[src/rtl/wb_stage_if.sv]
// Bus bundle for the MIPS writeback stage: MEM-side inputs, SRAM read data,
// stall/flush control, and the regfile, forwarding and retire outputs.
interface wb_stage_if #(
  parameter int AW = 5,
  parameter int DW = 32
);
  logic          stall;
  logic          flush;
  logic          mem_valid;
  logic [31:0]   mem_pc;
  logic          mem_we;
  logic [AW-1:0] mem_waddr;
  logic [DW-1:0] mem_result;
  logic [2:0]    mem_load_op;
  logic [DW-1:0] data_sram_rdata;

  logic          rf_we;
  logic [AW-1:0] rf_waddr;
  logic [DW-1:0] rf_wdata;
  logic          fwd_valid;
  logic [AW-1:0] fwd_waddr;
  logic [DW-1:0] fwd_wdata;
  logic          wb_valid;
  logic [31:0]   wb_pc;
  logic [31:0]   retire_cnt;

  modport master (
    output stall, flush, mem_valid, mem_pc, mem_we, mem_waddr, mem_result,
           mem_load_op, data_sram_rdata,
    input  rf_we, rf_waddr, rf_wdata, fwd_valid, fwd_waddr, fwd_wdata,
           wb_valid, wb_pc, retire_cnt
  );

  modport slave (
    input  stall, flush, mem_valid, mem_pc, mem_we, mem_waddr, mem_result,
           mem_load_op, data_sram_rdata,
    output rf_we, rf_waddr, rf_wdata, fwd_valid, fwd_waddr, fwd_wdata,
           wb_valid, wb_pc, retire_cnt
  );
endinterface

[src/rtl/wb_stage.sv]
// MIPS writeback stage: MEM/WB register, load extraction, single-shot regfile write.
// Define WB_TRACE_EN to add the debug_wb_* trace outputs.
module wb_stage #(
  parameter int AW = 5,
  parameter int DW = 32
) (
  input  logic        clk,
  input  logic        resetn,
  wb_stage_if.slave   bus
`ifdef WB_TRACE_EN
  ,
  output logic [31:0] debug_wb_pc,
  output logic [3:0]  debug_wb_rf_wen,
  output logic [4:0]  debug_wb_rf_wnum,
  output logic [31:0] debug_wb_rf_wdata
`endif
);

  localparam logic [2:0] LD_NONE = 3'd0;
  localparam logic [2:0] LD_LB   = 3'd1;
  localparam logic [2:0] LD_LBU  = 3'd2;
  localparam logic [2:0] LD_LH   = 3'd3;
  localparam logic [2:0] LD_LHU  = 3'd4;
  localparam logic [2:0] LD_LW   = 3'd5;

  logic          r_wb_valid;
  logic [31:0]   r_wb_pc;
  logic          r_wb_we;
  logic [AW-1:0] r_wb_waddr;
  logic [DW-1:0] r_wb_result;
  logic [2:0]    r_wb_load_op;
  logic          r_done;
  logic [DW-1:0] r_wdata_hold;
  logic [31:0]   r_retire_cnt;

  logic          w_commit;
  logic [DW-1:0] w_wdata_calc;
  logic [DW-1:0] w_wdata;

  // Lane select uses the low address bits; for halfwords only addr[1] matters.
  function automatic logic [DW-1:0] f_load_extend(
    input logic [2:0]    op,
    input logic [DW-1:0] addr,
    input logic [DW-1:0] rdata
  );
    logic signed [7:0]  v_byte;
    logic signed [15:0] v_half;
    logic [DW-1:0]      v_out;
    v_byte = $signed(rdata[{addr[1:0], 3'b000} +: 8]);
    v_half = $signed(rdata[{addr[1], 4'b0000} +: 16]);
    case (op)
      LD_LB:   v_out = {{(DW-8){v_byte[7]}}, v_byte};
      LD_LBU:  v_out = {{(DW-8){1'b0}}, v_byte};
      LD_LH:   v_out = {{(DW-16){v_half[15]}}, v_half};
      LD_LHU:  v_out = {{(DW-16){1'b0}}, v_half};
      LD_LW:   v_out = rdata;
      LD_NONE: v_out = addr;
      default: v_out = addr;
    endcase
    return v_out;
  endfunction

  assign w_commit     = r_wb_valid && !r_done;
  assign w_wdata_calc = f_load_extend(r_wb_load_op, r_wb_result, bus.data_sram_rdata);
  // SRAM data is only guaranteed in the first WB cycle, so later cycles replay the hold copy.
  assign w_wdata      = w_commit ? w_wdata_calc : r_wdata_hold;

  // MEM/WB boundary
  always_ff @(posedge clk) begin
    if (!resetn) begin
      r_wb_valid   <= 1'b0;
      r_wb_pc      <= '0;
      r_wb_we      <= 1'b0;
      r_wb_waddr   <= '0;
      r_wb_result  <= '0;
      r_wb_load_op <= LD_NONE;
      r_done       <= 1'b0;
      r_wdata_hold <= '0;
      r_retire_cnt <= '0;
    end else begin
      if (w_commit) begin
        r_done       <= 1'b1;
        r_wdata_hold <= w_wdata_calc;
        r_retire_cnt <= r_retire_cnt + 32'd1;
      end
      // Pipeline control is evaluated after the commit so its done<=0 takes priority.
      if (bus.flush) begin
        r_wb_valid <= 1'b0;
        r_done     <= 1'b0;
      end else if (!bus.stall) begin
        r_wb_valid   <= bus.mem_valid;
        r_wb_pc      <= bus.mem_pc;
        r_wb_we      <= bus.mem_we;
        r_wb_waddr   <= bus.mem_waddr;
        r_wb_result  <= bus.mem_result;
        r_wb_load_op <= bus.mem_load_op;
        r_done       <= 1'b0;
      end
    end
  end

  assign bus.rf_we      = w_commit && r_wb_we;
  assign bus.rf_waddr   = r_wb_waddr;
  assign bus.rf_wdata   = w_wdata;
  assign bus.fwd_valid  = r_wb_valid && r_wb_we;
  assign bus.fwd_waddr  = r_wb_waddr;
  assign bus.fwd_wdata  = w_wdata;
  assign bus.wb_valid   = r_wb_valid;
  assign bus.wb_pc      = r_wb_pc;
  assign bus.retire_cnt = r_retire_cnt;

`ifdef WB_TRACE_EN
  // Gated with resetn so the trace reads zero during the reset cycle itself.
  assign debug_wb_pc       = resetn ? r_wb_pc : 32'd0;
  assign debug_wb_rf_wen   = resetn ? {4{bus.rf_we}} : 4'd0;
  assign debug_wb_rf_wnum  = resetn ? 5'(r_wb_waddr) : 5'd0;
  assign debug_wb_rf_wdata = resetn ? 32'(w_wdata) : 32'd0;
`endif

endmodule

[src/flat_wrapper.sv]
// flat-port wrapper written by rule: the top's interface ports become plain ports
module wb_stage_flat 
#(
  parameter int AW = 5,
  parameter int DW = 32
)
  (clk, resetn, bus_stall, bus_flush, bus_mem_valid, bus_mem_pc, bus_mem_we, bus_mem_waddr, bus_mem_result, bus_mem_load_op, bus_data_sram_rdata, bus_rf_we, bus_rf_waddr, bus_rf_wdata, bus_fwd_valid, bus_fwd_waddr, bus_fwd_wdata, bus_wb_valid, bus_wb_pc, bus_retire_cnt);
  wb_stage_if #(.AW(AW), .DW(DW)) bus_i ();
  input  logic clk;
  input  logic resetn;
  input wire logic [$bits(bus_i.stall)-1:0] bus_stall;
  input wire logic [$bits(bus_i.flush)-1:0] bus_flush;
  input wire logic [$bits(bus_i.mem_valid)-1:0] bus_mem_valid;
  input wire logic [$bits(bus_i.mem_pc)-1:0] bus_mem_pc;
  input wire logic [$bits(bus_i.mem_we)-1:0] bus_mem_we;
  input wire logic [$bits(bus_i.mem_waddr)-1:0] bus_mem_waddr;
  input wire logic [$bits(bus_i.mem_result)-1:0] bus_mem_result;
  input wire logic [$bits(bus_i.mem_load_op)-1:0] bus_mem_load_op;
  input wire logic [$bits(bus_i.data_sram_rdata)-1:0] bus_data_sram_rdata;
  output wire logic [$bits(bus_i.rf_we)-1:0] bus_rf_we;
  output wire logic [$bits(bus_i.rf_waddr)-1:0] bus_rf_waddr;
  output wire logic [$bits(bus_i.rf_wdata)-1:0] bus_rf_wdata;
  output wire logic [$bits(bus_i.fwd_valid)-1:0] bus_fwd_valid;
  output wire logic [$bits(bus_i.fwd_waddr)-1:0] bus_fwd_waddr;
  output wire logic [$bits(bus_i.fwd_wdata)-1:0] bus_fwd_wdata;
  output wire logic [$bits(bus_i.wb_valid)-1:0] bus_wb_valid;
  output wire logic [$bits(bus_i.wb_pc)-1:0] bus_wb_pc;
  output wire logic [$bits(bus_i.retire_cnt)-1:0] bus_retire_cnt;
  assign bus_i.stall = bus_stall;
  assign bus_i.flush = bus_flush;
  assign bus_i.mem_valid = bus_mem_valid;
  assign bus_i.mem_pc = bus_mem_pc;
  assign bus_i.mem_we = bus_mem_we;
  assign bus_i.mem_waddr = bus_mem_waddr;
  assign bus_i.mem_result = bus_mem_result;
  assign bus_i.mem_load_op = bus_mem_load_op;
  assign bus_i.data_sram_rdata = bus_data_sram_rdata;
  assign bus_rf_we = bus_i.rf_we;
  assign bus_rf_waddr = bus_i.rf_waddr;
  assign bus_rf_wdata = bus_i.rf_wdata;
  assign bus_fwd_valid = bus_i.fwd_valid;
  assign bus_fwd_waddr = bus_i.fwd_waddr;
  assign bus_fwd_wdata = bus_i.fwd_wdata;
  assign bus_wb_valid = bus_i.wb_valid;
  assign bus_wb_pc = bus_i.wb_pc;
  assign bus_retire_cnt = bus_i.retire_cnt;
  wb_stage #(.AW(AW), .DW(DW)) u_core (.clk(clk), .resetn(resetn), .bus(bus_i));
endmodule
[config.mk]
export PLATFORM = sky130hd
export DESIGN_NAME = wb_stage_flat
export DESIGN_NICKNAME = d
export VERILOG_FILES = /design/src/rtl/wb_stage_if.sv /design/src/rtl/wb_stage.sv /design/src/flat_wrapper.sv
export SDC_FILE = /design/constraint.sdc
export NUM_CORES = 1
export LEC_CHECK = 0
export BUFFER_PORTS_ARGS = -buffer_cell sky130_fd_sc_hd__clkbuf_2
export CAP_MARGIN = 0
export CORE_MARGIN = 2
export CORE_UTILIZATION = 45
export DETAILED_ROUTE_END_ITERATION = 8
export GPL_TIMING_DRIVEN = 0
export PLACE_DENSITY_LB_ADDON = 0.25
export SYNTH_ARGS = -nofsm -noshare
export SYNTH_HDL_FRONTEND = slang
export SYNTH_SLANG_ARGS = --single-unit
[constraint.sdc]
create_clock -name clk -period 1.7 [get_ports clk]
set_input_delay 0 -clock clk [delete_from_list [all_inputs] [get_ports clk]]
set_output_delay 0 -clock clk [all_outputs]
set_load 0.05 [all_outputs]
# Yosys cells after proc, flatten, opt, wreduce, memory -nomap -nowiden
# Cells that the tools add are included.
# word_totals
regBits,139
output_inout_bits,141
# classes
eq_ne,5
reduce_logical,7
muxes,2
n_bitwise,3
add_sub_neg,1
shifts,2
# op_table
operator,count
case mux 32 bit (5 select lines),1
"adder 32 x 1 -> 32 bit, second input constant",1
two-way mux 32 bit,1
indexed part select 32 x 6 -> 16 bit,1
indexed part select 32 x 6 -> 8 bit,1
"equality test 3 x 2 -> 1 bit, second input constant",2
"equality test 3 bit, second input constant",2
"equality test 3 x 1 -> 1 bit, second input constant",1
logical AND 1 bit,3
inverter 1 bit,3
OR reduction 3 bit,1
AND reduction 2 bit,1
OR reduction 2 bit,1
logical NOT 1 bit,1

# Depth between registers and ports, before layout
# Gate-level depths: netlist (run 1).
# logic_depth
ltp_word,3
depth_mapped,8
ltp_nobuf,5

# Worst setup path after synthesis (run 1)
# Ideal clock, no wire load.
# synth_timing
path_type,flip-flop to output port
start,"reg u_core.r_wb_valid, in the netlist u_core.bus.wb_valid"
end,out bus_rf_wdata[12]
n_path_buf,4
path_slack_ns,-1.410
stages_incl_launch_ff,7
arrival_ns,3.110
required_ns,1.700
cell_sequence,dfxtp_1 -> nand2b_1 -> clkbuf_1 -> buf_2 -> clkbuf_1 -> o31ai_1 -> buf_4
# synth_via
elab_chain_len,2
# synth_rtl
item,line_no,rtl
start: declaration,wb_stage.sv:26,logic r_wb_valid;
start signal: assignment,wb_stage.sv:91,r_wb_valid <= bus.mem_valid;
logical AND 1 bit,wb_stage.sv:63,assign w_commit = r_wb_valid && !r_done;
two-way mux 32 bit,wb_stage.sv:66,assign w_wdata = w_commit ? w_wdata_calc : r_wdata_hold;
end: declaration,flat_wrapper.sv:22,output wire logic [$bits(bus_i.rf_wdata)-1:0] bus_rf_wdata;
# No other way between the ends.

# Worst setup path after layout (run 1)
# layout_timing
start,reg u_core.r_wb_result[1]
end,out bus_rf_wdata[9]
# layout_via
elab_chain_len,3
word_cells_on_any_way,4
# layout_rtl
item,line_no,rtl
start: declaration,wb_stage.sv:30,logic [DW-1:0] r_wb_result;
start signal: assignment,wb_stage.sv:95,r_wb_result <= bus.mem_result;
indexed part select 32 x 6 -> 16 bit or indexed part select 32 x 6 -> 8 bit (tied branches),"wb_stage.sv:50, wb_stage.sv:49",
case mux 32 bit (5 select lines) (*),wb_stage.sv:51,case (op)
two-way mux 32 bit (*),wb_stage.sv:66,
# Every way passes the cells marked *; elsewhere a longest branch is shown, timed or not.

==> flow_metrics.py, run 1 <==
metrics = {
    "logic_synthesis": {
        "synth-simple-area-share_pct": 24.2,
        "ys_ff_latch": 139,
        "synth-compound-area-share_pct": 22.3,
        "syn_nets": 964,
        "synth_area_um2": 7050,
        "synth_xor_area_share_pct": 2.73,
        "synthFlopType": "dfxtp_1",
        "synthAdderAreaFrac_pct": 0.178,
        "syn_avg_cell_area_um2": 8.26,
        "yosys_warnings": 0,
        "async_flop_share_pct": 0,
        "synth_edf_count": 0,
        "synth_top_family_by_area": "simple AND/OR/NAND/NOR gates",
        "ys_seq_area_share_pct": 39.5,
        "synth_cell_types": 56,
        "syn_inst": 853,
        "synthMuxAreaShare_pct": 3.07,
    },
    "critical_path": {
        "cpMostUsedCell": "buf_6",
        "path_cells": "buf_6 -> mux2_4 -> nor3_4 -> o41ai_4 -> buf_6 -> buf_4 -> buf_6 -> nor2_4 -> o31ai_4 -> buf_6 -> buf_8",
        "critical-path-max-stage-delay_ns": 0.33,
        "crit_path_end_kind": "output pin",
        "cp_max_fo": 6,
        "crit_arrival_ns": 2.44,
        "critPathRequiredTime_ns": 1.70,
        "crit_path_start_kind": "flop",
        "ff2ff_path_depth": 10,
        "r2r-end": "u_core.r_wdata_hold[5]$_SDFF_PN0_",
        "reg2reg_slack_ns": -0.38,
        "crit_cells": 11,
        "path_class": "reg -> out",
        "regToRegStartpoint": "u_core.r_wb_result[1]$_SDFFE_PN0P_",
        "cpLargestDelayFamily": "buffers and inverters",
        "crit_buf_inv": 6,
        "critPathSlowestCell": "dfxtp_2",
    },
    "global_route": {
        "antenna_found_initial": 0,
        "grt-ovfl-total": 0,
        "grtUsageTotal_pct": 34.7,
        "grt_pass1_vias": 8557,
        "grt_first_pass_wirelength_um": 44900,
        "grt_max_degree": 17,
    },
    "cts": {
        "clock_path_buffers": 2,
        "clock_latency_ns": 0.43,
        "tritoncts": "built",
        "cts_buffers": 17,
        "clkSinkCount": 139,
        "htree_levels": 4,
        "clk_pin_slew_ns": 0.06,
        "root_buffer": "clkbuf_16",
    },
    "sta": {
        "slew_headroom_pct": 38.1,
        "fin_worst_skew_ns": 0.00908,
        "tns_ns": -42.62,
        "slew_violations": 0,
        "period_share_pct": 144,
        "tightest_slew_ns": 0.925,
        "setup_viol": 95,
        "hold_viol_final": 0,
        "min_period_ns": 2.44,
        "rsz0062_at_grt": "true",
        "max_freq_mhz": 410,
        "setup_ws_ns": -0.741,
    },
    "placement": {
        "placed_cell_area_um2": 9230,
        "hpwlAfterDp_um": 16400,
        "io_buffers": 250,
        "place_congestion": 0.950,
    },
    "die": {
        "io_pins": 251,
        "start_util_pct": 46.2,
        "die-width_um": 129,
        "die-area_um2": 16700,
        "fp.dieH_um": 129,
        "core-area_um2": 15300,
        "fp-row-count": 45,
    },
    "layout": {
        "final_cell_area_um2": 12900,
        "fillCellCount": 817,
        "multi_input_area_um2": 4770,
        "drive_gt1_share_pct": 45.2,
        "final_cell_mix": "192 x clkbuf_2, 173 x nand2_1, 110 x dfxtp_1",
        "area_growth_syn_to_layout_pct": 82.8,
        "mostFrequentLayoutCell": "clkbuf_2",
        "register_area_um2": 2850,
        "final_util_pct": 84.4,
        "final_net_count": 1368,
        "num_antenna_cells": 0,
    },
    "hold_path": {
        "min_to": "u_core.r_wdata_hold[1]$_SDFF_PN0_",
        "min-delay-path-class": "in -> reg",
        "whs_path_depth": 4,
        "hp-start": "bus_data_sram_rdata[1]",
    },
    "detailed_routing": {
        "totalWireLength_um": 30400,
        "viasPerCell": 5.69,
        "vias": 8420,
        "first_iter_violations": 672,
        "wl_per_cell_um": 20.5,
        "firstDrtPassIters": 5,
        "drtAntennaViolNets": 0,
        "drc_errors": 0,
    },
    "power": {
        "p_leak_nw": 5.28,
        "power_mw": 9.86,
        "vdd_drop_max_v": 0.000715,
        "p_per_area_nw_per_um2": 766,
    },
    "flow_run": {
        "maxCapViolCount": 0,
    },
    "outcome": {
        "failed_checks": "setup timing",
        "status": "finished with violations",
    },
}
## flip-flops by register name, summed over array words and instances (netlist names)
register / count
u_core.r_wb_result: 32
u_core.bus.wb_pc: 32
u_core.r_wdata_hold: 32
u_core.r_wb_load_op: 3
u_core.r_done: 1
u_core.bus.retire_cnt: 32
u_core.bus.fwd_waddr: 5
u_core.r_wb_we: 1
u_core.bus.wb_valid: 1
## routing by layer
metal / GRT usage, % / vias to the layer above / wire length, um
met2: 61.8 / 497 / 15600
met3: 7.76 / 158 / 2240
li1: - / 3748 / -
met1: 38.2 / 4017 / 11000
met4: 19.0 / 0 / 1600
met5: 0 / - / 0
## cell families after synthesis
kind of cell,after synthesis
AO/OA/AOI/OAI,219
multiplexers,14
XOR/XNOR,22
buffers and inverters,106
flip-flops,139
adder cells (fa/ha/maj),1
AND/OR/NAND/NOR,352
## what timing repair did
item	4_1_cts	5_1_grt
endpoints found under the hold margin	76	0
setup endpoints to repair	114	117
gates cloned	2	0
hold buffers	77	0
pin swaps	48	19
gates resized for setup	308	75
buffers inserted	38	21
## cell usage after synthesis, drive strengths merged, types with 2 or more instances
master   number  share of area (%)
a21boi       75                8.0
nand2b       10               0.89
buf          55                5.3
mux4          6                1.9
and4          5               0.62
nor3         12               0.85
dfxtp       139                 39
a31oi         2               0.18
nand3b        3               0.32
clkbuf       43                2.3
o211ai        5               0.53
inv           8               0.43
o2bb2ai      17                2.1
nor4          4               0.57
a211oi        2               0.21
or2           2               0.18
or3           2               0.18
xnor2        13                1.6
nor2b        10               0.89
o221ai        7               0.87
a221oi        6               0.75
mux2i         7               0.99
nand4b        7               0.87
a21oi        51                3.6
and3          7               0.62
o21ai        16                1.1
nand2       174                9.4
o32ai         2               0.51
nor2         39                2.1
and2         46                4.1
nand3        17                1.3
nor3b         2               0.21
xor2          9                1.1
nand4        10               0.89
a22oi         6               0.64
o31ai        22                2.3
## power breakdown
group          switching (mW)  internal [mW]
combinational            1.50           1.13
clock                    1.58           2.23
sequential             0.0731           3.35
## worst register-to-register path: cells and delay by family (launching register included)
family,cells,cell delay [ns]
and+or+nand+nor,2,0.36
DFF,1,0.35
buffers and inverters,5,0.68
AOI/OAI and AO/OA,3,0.59
## area by class of cell
| class | count | area share [%] |
|---|---|---|
| Clock buffer | 18 | 3.41 |
| Multi-Input combinational cell | 608 | 37.0 |
| Clock inverter | 14 | 1.25 |
| Tap cell | 211 | 2.05 |
| Inverter | 8 | 0.262 |
| Buffer | 97 | 6.57 |
| Sequential cell | 139 | 22.1 |
| Timing Repair Buffer | 386 | 27.3 |
## how the worst max path moves through the flow
stage | start | end | slack [ns]
after global routing | u_core.r_wb_result[1]$_SDFFE_PN0P_ | bus_rf_wdata[13] | -0.86
after detailed placement | u_core.r_done$_SDFFE_PP0P_ | bus_rf_wdata[12] | -0.57
after CTS | u_core.r_wb_result[1]$_SDFFE_PN0P_ | bus_rf_wdata[15] | -0.70
after global placement | u_core.r_done$_SDFFE_PP0P_ | bus_rf_wdata[15] | -0.55
final | u_core.r_wb_result[1]$_SDFFE_PN0P_ | bus_rf_wdata[9] | -0.74
after floorplan | u_core.r_wb_result[1]$_SDFFE_PN0P_ | bus_rf_wdata[12] | -0.38
## per-stage QoR
stage | hold WS, ns | std cells | setup WS [ns]
2_1_floorplan | 0.0663 | 853 | -0.380
3_3_place_gp | 0.207 | 1314 | -0.552
3_5_place_dp | 0.211 | 1314 | -0.571
4_1_cts | 0.0437 | 1462 | -0.697
5_1_grt | 0.0891 | 1481 | -0.861
6_report | 0.0866 | 1481 | -0.741
No activity file was read; power rests on OpenSTA's default activity.
==> run 2: changes to the inputs <==
Settings changed: CORE_UTILIZATION 45 to 29.
==> flow_metrics.py, run 2 (synthesized netlist as in run 1, its figures left out) <==
metrics = {
    "layout": {
        "final_cell_area_um2": 13100,
        "area_growth_syn_to_layout_pct": 85.7,
        "drive_gt1_share_pct": 46.1,
        "final_net_count": 1364,
        "final-instance-count-excl-fill": 1592,
        "final_cell_mix": "192 x clkbuf_2, 173 x nand2_1, 110 x dfxtp_1",
        "mostFrequentLayoutCell": "clkbuf_2",
    },
    "sta": {
        "min_period_ns": 2.42,
        "hold_ws_ns": 0.107,
        "tightest_slew_ns": 1.01,
        "hold_viol_final": 0,
        "max_freq_mhz": 413,
        "slew_headroom_pct": 32.3,
        "period_share_pct": 142,
        "fin_worst_skew_ns": 0.0106,
        "slew_violations": 0,
        "setup_viol": 90,
        "setup_ws_ns": -0.720,
        "rsz0062_at_grt": "true",
    },
    "critical_path": {
        "cp-startpoint": "u_core.r_wb_result[1]$_SDFFE_PN0P_",
        "cp_max_fo": 8,
        "critPathRequiredTime_ns": 1.70,
        "crit_arrival_ns": 2.42,
        "crit_path_start_kind": "flop",
        "ff2ff_path_depth": 11,
        "crit_path_end_kind": "output pin",
        "regToRegStartpoint": "u_core.r_wb_result[1]$_SDFFE_PN0P_",
        "path_class": "reg -> out",
        "r2r-end": "u_core.r_wdata_hold[16]$_SDFF_PN0_",
        "cp-endpoint": "bus_fwd_wdata[13]",
        "reg2reg_slack_ns": -0.26,
    },
    "die": {
        "io_pins": 251,
        "fp.dieH_um": 160,
        "core-area_um2": 24100,
        "die-width_um": 160,
        "die-area_um2": 25600,
        "fp-row-count": 57,
        "start_util_pct": 29.2,
    },
    "placement": {
        "place_congestion": 0.839,
        "placed_cell_area_um2": 9370,
        "io_buffers": 250,
        "hpwlAfterDp_um": 18300,
        "dp_slack_ns": -0.644,
        "placed_cells": 1427,
    },
    "cts": {
        "root_buffer": "clkbuf_16",
        "clk_pin_slew_ns": 0.06,
        "cts_buffers": 17,
        "tritoncts": "built",
        "clkSinkCount": 139,
        "clock_latency_ns": 0.43,
        "htree_levels": 4,
        "clock_path_buffers": 2,
    },
    "detailed_routing": {
        "vias": 7764,
        "drtAntennaViolNets": 0,
        "drc_errors": 0,
        "first_iter_violations": 305,
        "firstDrtPassIters": 5,
        "wl_per_cell_um": 17.3,
        "totalWireLength_um": 27500,
        "viasPerCell": 4.88,
    },
    "outcome": {
        "failed_checks": "setup timing",
        "status": "finished with violations",
    },
    "power": {
        "power_mw": 9.98,
        "p_leak_nw": 5.33,
        "vdd_drop_max_v": 0.000597,
        "p_per_area_nw_per_um2": 762,
    },
    "global_route": {
        "grtUsageTotal_pct": 21.0,
        "grt_max_degree": 17,
        "antenna_found_initial": 4,
        "grt_first_pass_wirelength_um": 42500,
        "grt_pass1_vias": 7746,
        "grt-ovfl-total": 0,
    },
    "hold_path": {
        "min-delay-path-class": "in -> reg",
    },
    "flow_run": {
        "maxCapViolCount": 0,
    },
}
-- run 2: cell types whose count changed in the layout (fill, tap and decap cells not counted), sizes merged, moves of 2 or more --
cell | previous run | this run
clkinv | 6 | 4
clkbuf | 272 | 281
buf | 152 | 141
diode | 0 | 2
clkinvlp | 3 | 1
-- run 2: cell type report --
type | count | area, um^2
clock inverters | 11 | 158
clock buffers | 21 | 472
inverters | 8 | 30.0
repair buffers | 382 | 3520
multi-input cells | 608 | 4810
diodes | 2 | 5.00
plain buffers | 97 | 841
fillers | 2156 | 11000
flip-flops and latches | 139 | 2850
well taps | 324 | 405
-- run 2: repair_timing --
| action | 4_1_cts | 5_1_grt |
|---|---|---|
| hold buffers | 78 | 0 |
| gates resized for setup | 313 | 85 |
| setup buffers | 41 | 13 |
| pin swaps | 50 | 24 |
| hold endpoints to repair | 77 | 0 |
| gates cloned | 1 | 1 |
| endpoints found under the setup margin | 117 | 140 |
-- run 2: layer usage --
| layer | vias up | share of wire (%) | routed length, um | global-route usage (%) |
|---|---|---|---|---|
| met1 | 3685 | 42 | 11500 | 26.0 |
| met2 | 270 | 50 | 13700 | 36.1 |
| met3 | 61 | 5.7 | 1570 | 4.21 |
| met5 | - | 0.091 | 25 | 0 |
| met4 | 4 | 2.9 | 807 | 7.53 |
| li1 | 3744 | - | - | - |
-- run 2: per-stage QoR --
stage	utilization, %	TNS [ns]
finish	54.3	-38.30
floorplan	-	-12.10
global placement	38.9	-42.12
detailed placement	38.9	-42.71
global route	54.3	-45.73
CTS	52.9	-39.86
-- run 2: power breakdown --
| part | internal [mW] | switching, mW |
|---|---|---|
| logic | 1.13 | 1.41 |
| clock network | 2.46 | 1.56 |
| registers | 3.35 | 0.0652 |
| total | 6.94 | 3.04 |
-- run 2: critical path: stages, from the launching register on --
cell and delay [ns]:
dfxtp_2 0.34, buf_8 0.12, buf_12 0.12, buf_6 0.11, buf_12 0.14, nor2b_4 0.14, a21oi_1 0.08, o221ai_2 0.25
nor2_4 0.08, o31ai_4 0.30, buf_4 0.17, buf_8 0.13
-- run 2: worst min path at each step --
stage / startpoint / end / slack [ns] / depth (start not counted)
finish: bus_data_sram_rdata[6] / u_core.r_wdata_hold[6]$_SDFF_PN0_ / 0.11 / 4
global route: bus_data_sram_rdata[6] / u_core.r_wdata_hold[6]$_SDFF_PN0_ / 0.12 / 4
CTS: bus_data_sram_rdata[5] / u_core.r_wdata_hold[5]$_SDFF_PN0_ / 0.06 / 4
detailed placement: bus_flush / u_core.bus.wb_valid$_SDFFE_PP0N_ / 0.21 / 2
global placement: bus_flush / u_core.bus.wb_valid$_SDFFE_PP0N_ / 0.21 / 2
floorplan: bus_flush / u_core.bus.wb_valid$_SDFFE_PP0N_ / 0.07 / 1
